`config.mk`:
```
export PLATFORM = sky130hd
export DESIGN_NAME = lcd_hd44780_driver_flat
export DESIGN_NICKNAME = d
export VERILOG_FILES = /design/src/rtl/lcd_hd44780_driver_if.sv /design/src/rtl/lcd_hd44780_driver.sv /design/src/flat_wrapper.sv
export SDC_FILE = /design/constraint.sdc
export NUM_CORES = 1
export LEC_CHECK = 0
export CAP_MARGIN = 30
export CORE_MARGIN = 2
export CORE_UTILIZATION = 55
export DETAILED_ROUTE_END_ITERATION = 8
export DONT_BUFFER_PORTS = 1
export PLACE_DENSITY = 0.78
export SYNTH_ARGS = -nofsm -noshare
export SYNTH_HDL_FRONTEND = slang
export SYNTH_SLANG_ARGS = --single-unit
```
`constraint.sdc`:
```
create_clock -name i_clk -period 6.5 [get_ports i_clk]
set_input_delay 1.625 -clock i_clk [delete_from_list [all_inputs] [get_ports i_clk]]
set_output_delay 1.625 -clock i_clk [all_outputs]
set_load 0.02 [all_outputs]
```
`src/rtl/lcd_hd44780_driver_if.sv`:
```
// Bus bundle between the CPU-side store port and the HD44780 driver.
// Carries the write strobe/word in and the LCD pins plus status out.
interface lcd_hd44780_driver_if;
  logic        i_wr;
  logic [31:0] i_word;
  logic [7:0]  o_lcd_data;
  logic        o_lcd_rs;
  logic        o_lcd_rw;
  logic        o_lcd_en;
  logic        o_lcd_on;
  logic        o_busy;
  logic        o_full;
  logic        o_overflow;
  logic        o_init_done;

  modport master (
    output i_wr, i_word,
    input  o_lcd_data, o_lcd_rs, o_lcd_rw, o_lcd_en,
    input  o_lcd_on, o_busy, o_full, o_overflow, o_init_done
  );

  modport slave (
    input  i_wr, i_word,
    output o_lcd_data, o_lcd_rs, o_lcd_rw, o_lcd_en,
    output o_lcd_on, o_busy, o_full, o_overflow, o_init_done
  );
endinterface

```
`src/rtl/lcd_hd44780_driver.sv`:
```
// HD44780 write-only driver: power-up delay, fixed init sequence,
// 4-entry byte FIFO and SETUP/PULSE/HOLD/WAIT bus timing.
module lcd_hd44780_driver #(
  parameter int unsigned T_SETUP = 4,
  parameter int unsigned T_EN    = 16,
  parameter int unsigned T_HOLD  = 4,
  parameter int unsigned T_EXEC  = 2000,
  parameter int unsigned T_LONG  = 80000,
  parameter int unsigned T_PWRUP = 750000
) (
  input logic i_clk,
  input logic i_reset,
  lcd_hd44780_driver_if.slave bus
);

  localparam logic [19:0] C_SETUP = 20'(T_SETUP);
  localparam logic [19:0] C_EN    = 20'(T_EN);
  localparam logic [19:0] C_HOLD  = 20'(T_HOLD);
  localparam logic [19:0] C_EXEC  = 20'(T_EXEC);
  localparam logic [19:0] C_LONG  = 20'(T_LONG);
  localparam logic [19:0] C_PWRUP = 20'(T_PWRUP);

  typedef enum logic [2:0] {
    S_PWRUP, S_INIT, S_IDLE, S_SETUP,
    S_PULSE, S_HOLD, S_WAIT
  } state_t;

  state_t      state, state_n;
  logic [19:0] cnt, cnt_n;
  logic [1:0]  step, step_n;
  logic        init_done, init_done_n;
  logic        en, en_n, rs, rs_n;
  logic [7:0]  data, data_n;
  logic [7:0]  init_cmd;
  logic        done, long_wait;

  logic [8:0]  fifo [4];
  logic [1:0]  wp, rp;
  logic [2:0]  count;
  logic        push, pop, on, ovf;
  logic        unused_bits;

  assign done      = (cnt <= 20'd1);
  assign long_wait = !rs && (data == 8'h01 || data == 8'h02 ||
                             data == 8'h03);
  assign push      = bus.i_wr && (count != 3'd4);
  assign pop       = (state == S_IDLE) && (state_n == S_SETUP);
  assign unused_bits = ^{bus.i_word[30:9]};

  // Fixed init command for the current step.
  always_comb begin
    init_cmd = 8'h06;
    case (step)
      2'd0:    init_cmd = 8'h38;
      2'd1:    init_cmd = 8'h0C;
      2'd2:    init_cmd = 8'h01;
      default: init_cmd = 8'h06;
    endcase
  end

  // State register plus registered pin outputs; reset drops EN at once.
  always_ff @(posedge i_clk) begin
    if (i_reset) begin
      state     <= S_PWRUP;
      cnt       <= C_PWRUP;
      step      <= 2'd0;
      init_done <= 1'b0;
      en        <= 1'b0;
      rs        <= 1'b0;
      data      <= 8'h00;
    end else begin
      state     <= state_n;
      cnt       <= cnt_n;
      step      <= step_n;
      init_done <= init_done_n;
      en        <= en_n;
      rs        <= rs_n;
      data      <= data_n;
    end
  end

  // Next-state decode; every timed state exits when the counter hits 1.
  always_comb begin
    state_n = state;
    unique case (state)
      S_PWRUP: if (done) state_n = S_INIT;
      S_INIT:  state_n = S_SETUP;
      S_IDLE:  if (count != 3'd0) state_n = S_SETUP;
      S_SETUP: if (done) state_n = S_PULSE;
      S_PULSE: if (done) state_n = S_HOLD;
      S_HOLD:  if (done) state_n = S_WAIT;
      S_WAIT:
        if (done)
          state_n = (init_done || step == 2'd3) ? S_IDLE : S_INIT;
      default: state_n = S_PWRUP;
    endcase
  end

  // Output/next-value logic: counter reload, EN, byte latch, init step.
  always_comb begin
    cnt_n       = (cnt != 20'd0) ? cnt - 20'd1 : 20'd0;
    en_n        = (state_n == S_PULSE);
    rs_n        = rs;
    data_n      = data;
    step_n      = step;
    init_done_n = init_done;
    if (state_n != state) begin
      unique case (state_n)
        S_SETUP: cnt_n = C_SETUP;
        S_PULSE: cnt_n = C_EN;
        S_HOLD:  cnt_n = C_HOLD;
        S_WAIT:  cnt_n = long_wait ? C_LONG : C_EXEC;
        default: cnt_n = 20'd0;
      endcase
    end
    if (state == S_INIT) begin
      rs_n   = 1'b0;
      data_n = init_cmd;
    end else if (pop) begin
      {rs_n, data_n} = fifo[rp];
    end
    if (state == S_WAIT && done && !init_done) begin
      if (step == 2'd3) init_done_n = 1'b1;
      else step_n = step + 2'd1;
    end
  end

  // FIFO storage; a full FIFO refuses the write even if a pop coincides.
  always_ff @(posedge i_clk) begin
    if (push) fifo[wp] <= {bus.i_word[8], bus.i_word[7:0]};
  end

  // FIFO pointers, power latch and sticky overflow flag.
  always_ff @(posedge i_clk) begin
    if (i_reset) begin
      wp    <= 2'd0;
      rp    <= 2'd0;
      count <= 3'd0;
      on    <= 1'b0;
      ovf   <= 1'b0;
    end else begin
      if (bus.i_wr) on <= bus.i_word[31];
      if (bus.i_wr && count == 3'd4) ovf <= 1'b1;
      if (push) wp <= wp + 2'd1;
      if (pop) rp <= rp + 2'd1;
      count <= count + 3'(push) - 3'(pop);
    end
  end

  assign bus.o_lcd_data  = data;
  assign bus.o_lcd_rs    = rs;
  assign bus.o_lcd_rw    = 1'b0;
  assign bus.o_lcd_en    = en;
  assign bus.o_lcd_on    = on;
  assign bus.o_busy      = (state != S_IDLE) || (count != 3'd0);
  assign bus.o_full      = (count == 3'd4);
  assign bus.o_overflow  = ovf;
  assign bus.o_init_done = init_done;

endmodule

```
`src/flat_wrapper.sv`:
```
// flat-port wrapper written by rule: the top's interface ports become plain ports
module lcd_hd44780_driver_flat 
#(
  parameter int unsigned T_SETUP = 4,
  parameter int unsigned T_EN    = 16,
  parameter int unsigned T_HOLD  = 4,
  parameter int unsigned T_EXEC  = 2000,
  parameter int unsigned T_LONG  = 80000,
  parameter int unsigned T_PWRUP = 750000
)
  (i_clk, i_reset, bus_i_wr, bus_i_word, bus_o_lcd_data, bus_o_lcd_rs, bus_o_lcd_rw, bus_o_lcd_en, bus_o_lcd_on, bus_o_busy, bus_o_full, bus_o_overflow, bus_o_init_done);
  lcd_hd44780_driver_if bus_i ();
  input logic i_clk;
  input logic i_reset;
  input wire logic [$bits(bus_i.i_wr)-1:0] bus_i_wr;
  input wire logic [$bits(bus_i.i_word)-1:0] bus_i_word;
  output wire logic [$bits(bus_i.o_lcd_data)-1:0] bus_o_lcd_data;
  output wire logic [$bits(bus_i.o_lcd_rs)-1:0] bus_o_lcd_rs;
  output wire logic [$bits(bus_i.o_lcd_rw)-1:0] bus_o_lcd_rw;
  output wire logic [$bits(bus_i.o_lcd_en)-1:0] bus_o_lcd_en;
  output wire logic [$bits(bus_i.o_lcd_on)-1:0] bus_o_lcd_on;
  output wire logic [$bits(bus_i.o_busy)-1:0] bus_o_busy;
  output wire logic [$bits(bus_i.o_full)-1:0] bus_o_full;
  output wire logic [$bits(bus_i.o_overflow)-1:0] bus_o_overflow;
  output wire logic [$bits(bus_i.o_init_done)-1:0] bus_o_init_done;
  assign bus_i.i_wr = bus_i_wr;
  assign bus_i.i_word = bus_i_word;
  assign bus_o_lcd_data = bus_i.o_lcd_data;
  assign bus_o_lcd_rs = bus_i.o_lcd_rs;
  assign bus_o_lcd_rw = bus_i.o_lcd_rw;
  assign bus_o_lcd_en = bus_i.o_lcd_en;
  assign bus_o_lcd_on = bus_i.o_lcd_on;
  assign bus_o_busy = bus_i.o_busy;
  assign bus_o_full = bus_i.o_full;
  assign bus_o_overflow = bus_i.o_overflow;
  assign bus_o_init_done = bus_i.o_init_done;
  lcd_hd44780_driver #(.T_SETUP(T_SETUP), .T_EN(T_EN), .T_HOLD(T_HOLD), .T_EXEC(T_EXEC), .T_LONG(T_LONG), .T_PWRUP(T_PWRUP)) u_core (.i_clk(i_clk), .i_reset(i_reset), .bus(bus_i));
endmodule
```
==> summary.md <==
| Metric | Value |
|---|---|
| Synth area leader | `edfxtp_1` |
| Number of I/O port buffers | `0` |
| Clock Path Buffers | `2` |
| Core Box Area | `6760 um^2` |
| Status | `completed` |
| Synthesized Nets | `377` |
| Fin cells | `408` |
| Final setup fails | `0` |
| Met2 wire length | `3.19 mm` |
| Max cap viols | `0` |
| Total Power | `1.17 mW` |
| First-pass GRT wire length | `11.0 mm` |
| H-tree Lvls | `3` |
| FF+latch count, synth | `83` |
| Req. time, crit path | `4.88 ns` |
| Gr ovfl total | `0` |
| DRT Pass-1 Iters | `4` |
| Die height | `87.4 um` |
| Crit path cell chain | `nand2b_1 > nor2_1 > nand2_1` |
| Clk sinks | `83` |
| HPWL reported at the end of detailed placement | `4.37 mm` |
| Vias/cell | `5.71` |
| Distinct cells, synth | `66` |
| Initial antenna violation count | `0` |
| # DRC | `0` |
| Unrepaired setup endpoints after global routing | `false` |
| Die X | `87.4 um` |
| Static Leak | `1.38 nW` |
| Filler cell count | `543` |
| Sw power | `295 uW` |
| Total track usage | `19.0%` |
| M1 WL | `2.87 mm` |
| Setup_tns | `0 ns` |
| Final instance area | `4070 um^2` |
| Hold buffer count at CTS | `0` |
| Worst Max-Slew Pin Slew | `0.796 ns` |
| CP Buf/Inv Count | `0` |
| Top-area cell type share of the netlist area | `28.2%` |
| Period utilization | `47.0%` |
| Met3 WL | `335 um` |
| Synth top cells by count | `dfxtp_1 (47), edfxtp_1 (36), nand2_1 (28)` |
| CTS clk-pin slew, worst paths | `0.09 ns` |
| Top layer in use | `met4` |
| Most used DFF post-synth | `dfxtp_1` |
| Hold WC Path Type | `reg2reg` |
| Cell family with most CP delay | `flip-flops` |
| Crit path largest cell delay | `0.54 ns` |
| GP Congestion | `0.759` |
| Setup crit end kind | `output pin` |
| Flop pwr share | `53.4%` |
| Initial DRC count | `126` |
| Sequential fraction of the synthesis area | `52.8%` |
| Worst path slowest cell | `dfxtp_1` |
| Inserted Clock Buffers | `9` |
| Vias post-DR | `2331` |
| Async set-reset flop share out of synthesis | `0%` |
| Top post-synthesis cells by area | `edfxtp_1 (28%), dfxtp_1 (25%), mux4_2 (5.3%), ha_1 (4.2%), xnor2_1 (3.4%)` |
| Root Driver | `clkbuf_8` |
| CTS tree | `yes` |
| Crit path DAT | `1.43 ns` |
| EDFF count, synth | `36` |
| Fraction of layout instances using a drive strength above 1 | `14.0%` |
| Worst-path fanout max | `12` |
| P_int | `872 uW` |
| Postcts setup bufs | `0` |
| Clk_lat worst skew | `0.37 ns` |
| Sequential Area | `2020 um^2` |
| DR WL/cell | `15.9 um` |
| Max VDD drop | `195 uV` |
| Average size of a mapped cell | `11.7 um^2` |
| Crit Path Category | `reg2out` |
| Pwr Density | `287 nW/um^2` |
| Largest net degree at the start of global routing | `36` |
| NumNets Final | `372` |
| Syn-to-layout area delta | `6.21%` |
| WL final | `6.50 mm` |
| Worst Setup Start Kind | `flop` |
| Initial Util | `56.7%` |
| Max Fclk | `327 MHz` |
| Cell count after placement | `392` |
| Setup Skew | `0.0109 ns` |
| Switching share of total power | `25.3%` |
| Rows | `30` |
| Combinational power share | `10.2%` |
| Diode count | `0` |
| Yosys warns | `0` |
| Max-slew violations | `0` |
| Area post-placement | `3840 um^2` |
| Clock share of power | `36.4%` |
| Final ANT Viol Nets | `0` |
| Top-count cell post-synth | `dfxtp_1` |
| Fin crit period | `3.05 ns` |
| Multi-input logic area | `1660 um^2` |
| CTS resizes | `0` |
| Mapped Area | `3830 um^2` |
| Cells after synthesis | `328` |
| Final Hold Vio Count | `0` |
| IO Count | `51` |
| Vias in the first global route | `2265` |
| Layout Utilization | `60.2%` |
| Max_slew headroom | `46.5%` |
| Die area | `7650 um^2` |
[final timing paths]
check	start	cells after the start	endpoint	slack [ns]
hold reg to reg	u_core.rp[1]	2	u_core.rp[1]	0.54
setup / recovery	u_core.state[0]	3	bus_o_busy	3.45
setup reg to reg	u_core.state[0]	10	u_core.count[2]	3.50
hold / removal	u_core.rp[1]	2	u_core.rp[1]	0.54
[stage by stage]
step	hold slack, ns	setup WS, ns
after floorplan	0.485	3.55
after global placement	0.505	3.56
after detailed placement	0.514	3.53
after CTS	0.536	3.43
after global routing	0.558	3.22
final	0.536	3.45
[worst register-to-register path: stages, from the launching register on]
cell and delay, ns:
dfxtp_1 0.54, nand2b_1 0.26, or3_1 0.44, inv_1 0.32, ha_1 0.37, inv_1 0.04
ha_1 0.18, fa_1 0.37, xnor2_1 0.18, xnor2_1 0.14, nor2_1 0.05
[power groups by stage]
stage | sequential [mW] | combinational [mW] | clock [mW]
CTS | 0.623 | 0.121 | 0.436
detailed placement | 0.635 | 0.118 | 0
global placement | 0.631 | 0.114 | 0
global route | 0.628 | 0.135 | 0.455
finish | 0.623 | 0.119 | 0.425
floorplan | 0.627 | 0.102 | 0
[area by class of cell]
type	instances	share of cell area, %
Sequential cell	83	49.7
Multi-Input combinational cell	214	40.8
Clock buffer	9	3.05
Clock inverter	7	2.65
Tap cell	80	2.46
Inverter	15	1.38
[per-layer routing]
metal  GRT usage, %  up-vias
met2           30.8       47
met3           6.26        9
met1           24.0     1098
met4           6.71        0
met5              0        -
li1               -     1177
[cell families after synthesis]
| logic type | synth area share [%] |
|---|---|
| flops | 52.8 |
| other cells | 0.0979 |
| xor+xnor | 5.26 |
| buf+inv | 3.92 |
| mux | 6.08 |
| compound gates | 8.20 |
| simple gates | 18.9 |
| fa+ha+maj | 4.77 |
[registers in the layout, summed over array words and instances, names as in the netlist, named ones only]
signal	count
u_core.fifo	36
u_core.bus.o_lcd_data	8
u_core.bus.o_init_done	1
u_core.bus.o_overflow	1
u_core.bus.o_lcd_en	1
u_core.state	3
u_core.bus.o_lcd_on	1
u_core.wp	2
u_core.rp	2
u_core.cnt	20
u_core.count	3
u_core.bus.o_lcd_rs	1
u_core.step	2
[placed cells by master, fill, tap and decap left out, types with 3 or more instances in the layout]
cell type	count
a21oi_1	9
a311oi_1	4
a31oi_1	3
and2_1	4
clkbuf_8	9
dfxtp_1	47
edfxtp_1	36
ha_1	13
inv_1	13
mux2i_1	3
mux4_2	9
nand2_1	28
nand2b_1	4
nand3_1	7
nand4_1	3
nor2_1	25
nor2b_1	3
nor3_1	17
nor3_2	3
nor4_4	3
o21ai_0	10
o31ai_1	3
xnor2_1	15
xor2_1	8
Power figures use the tool's default switching activity.
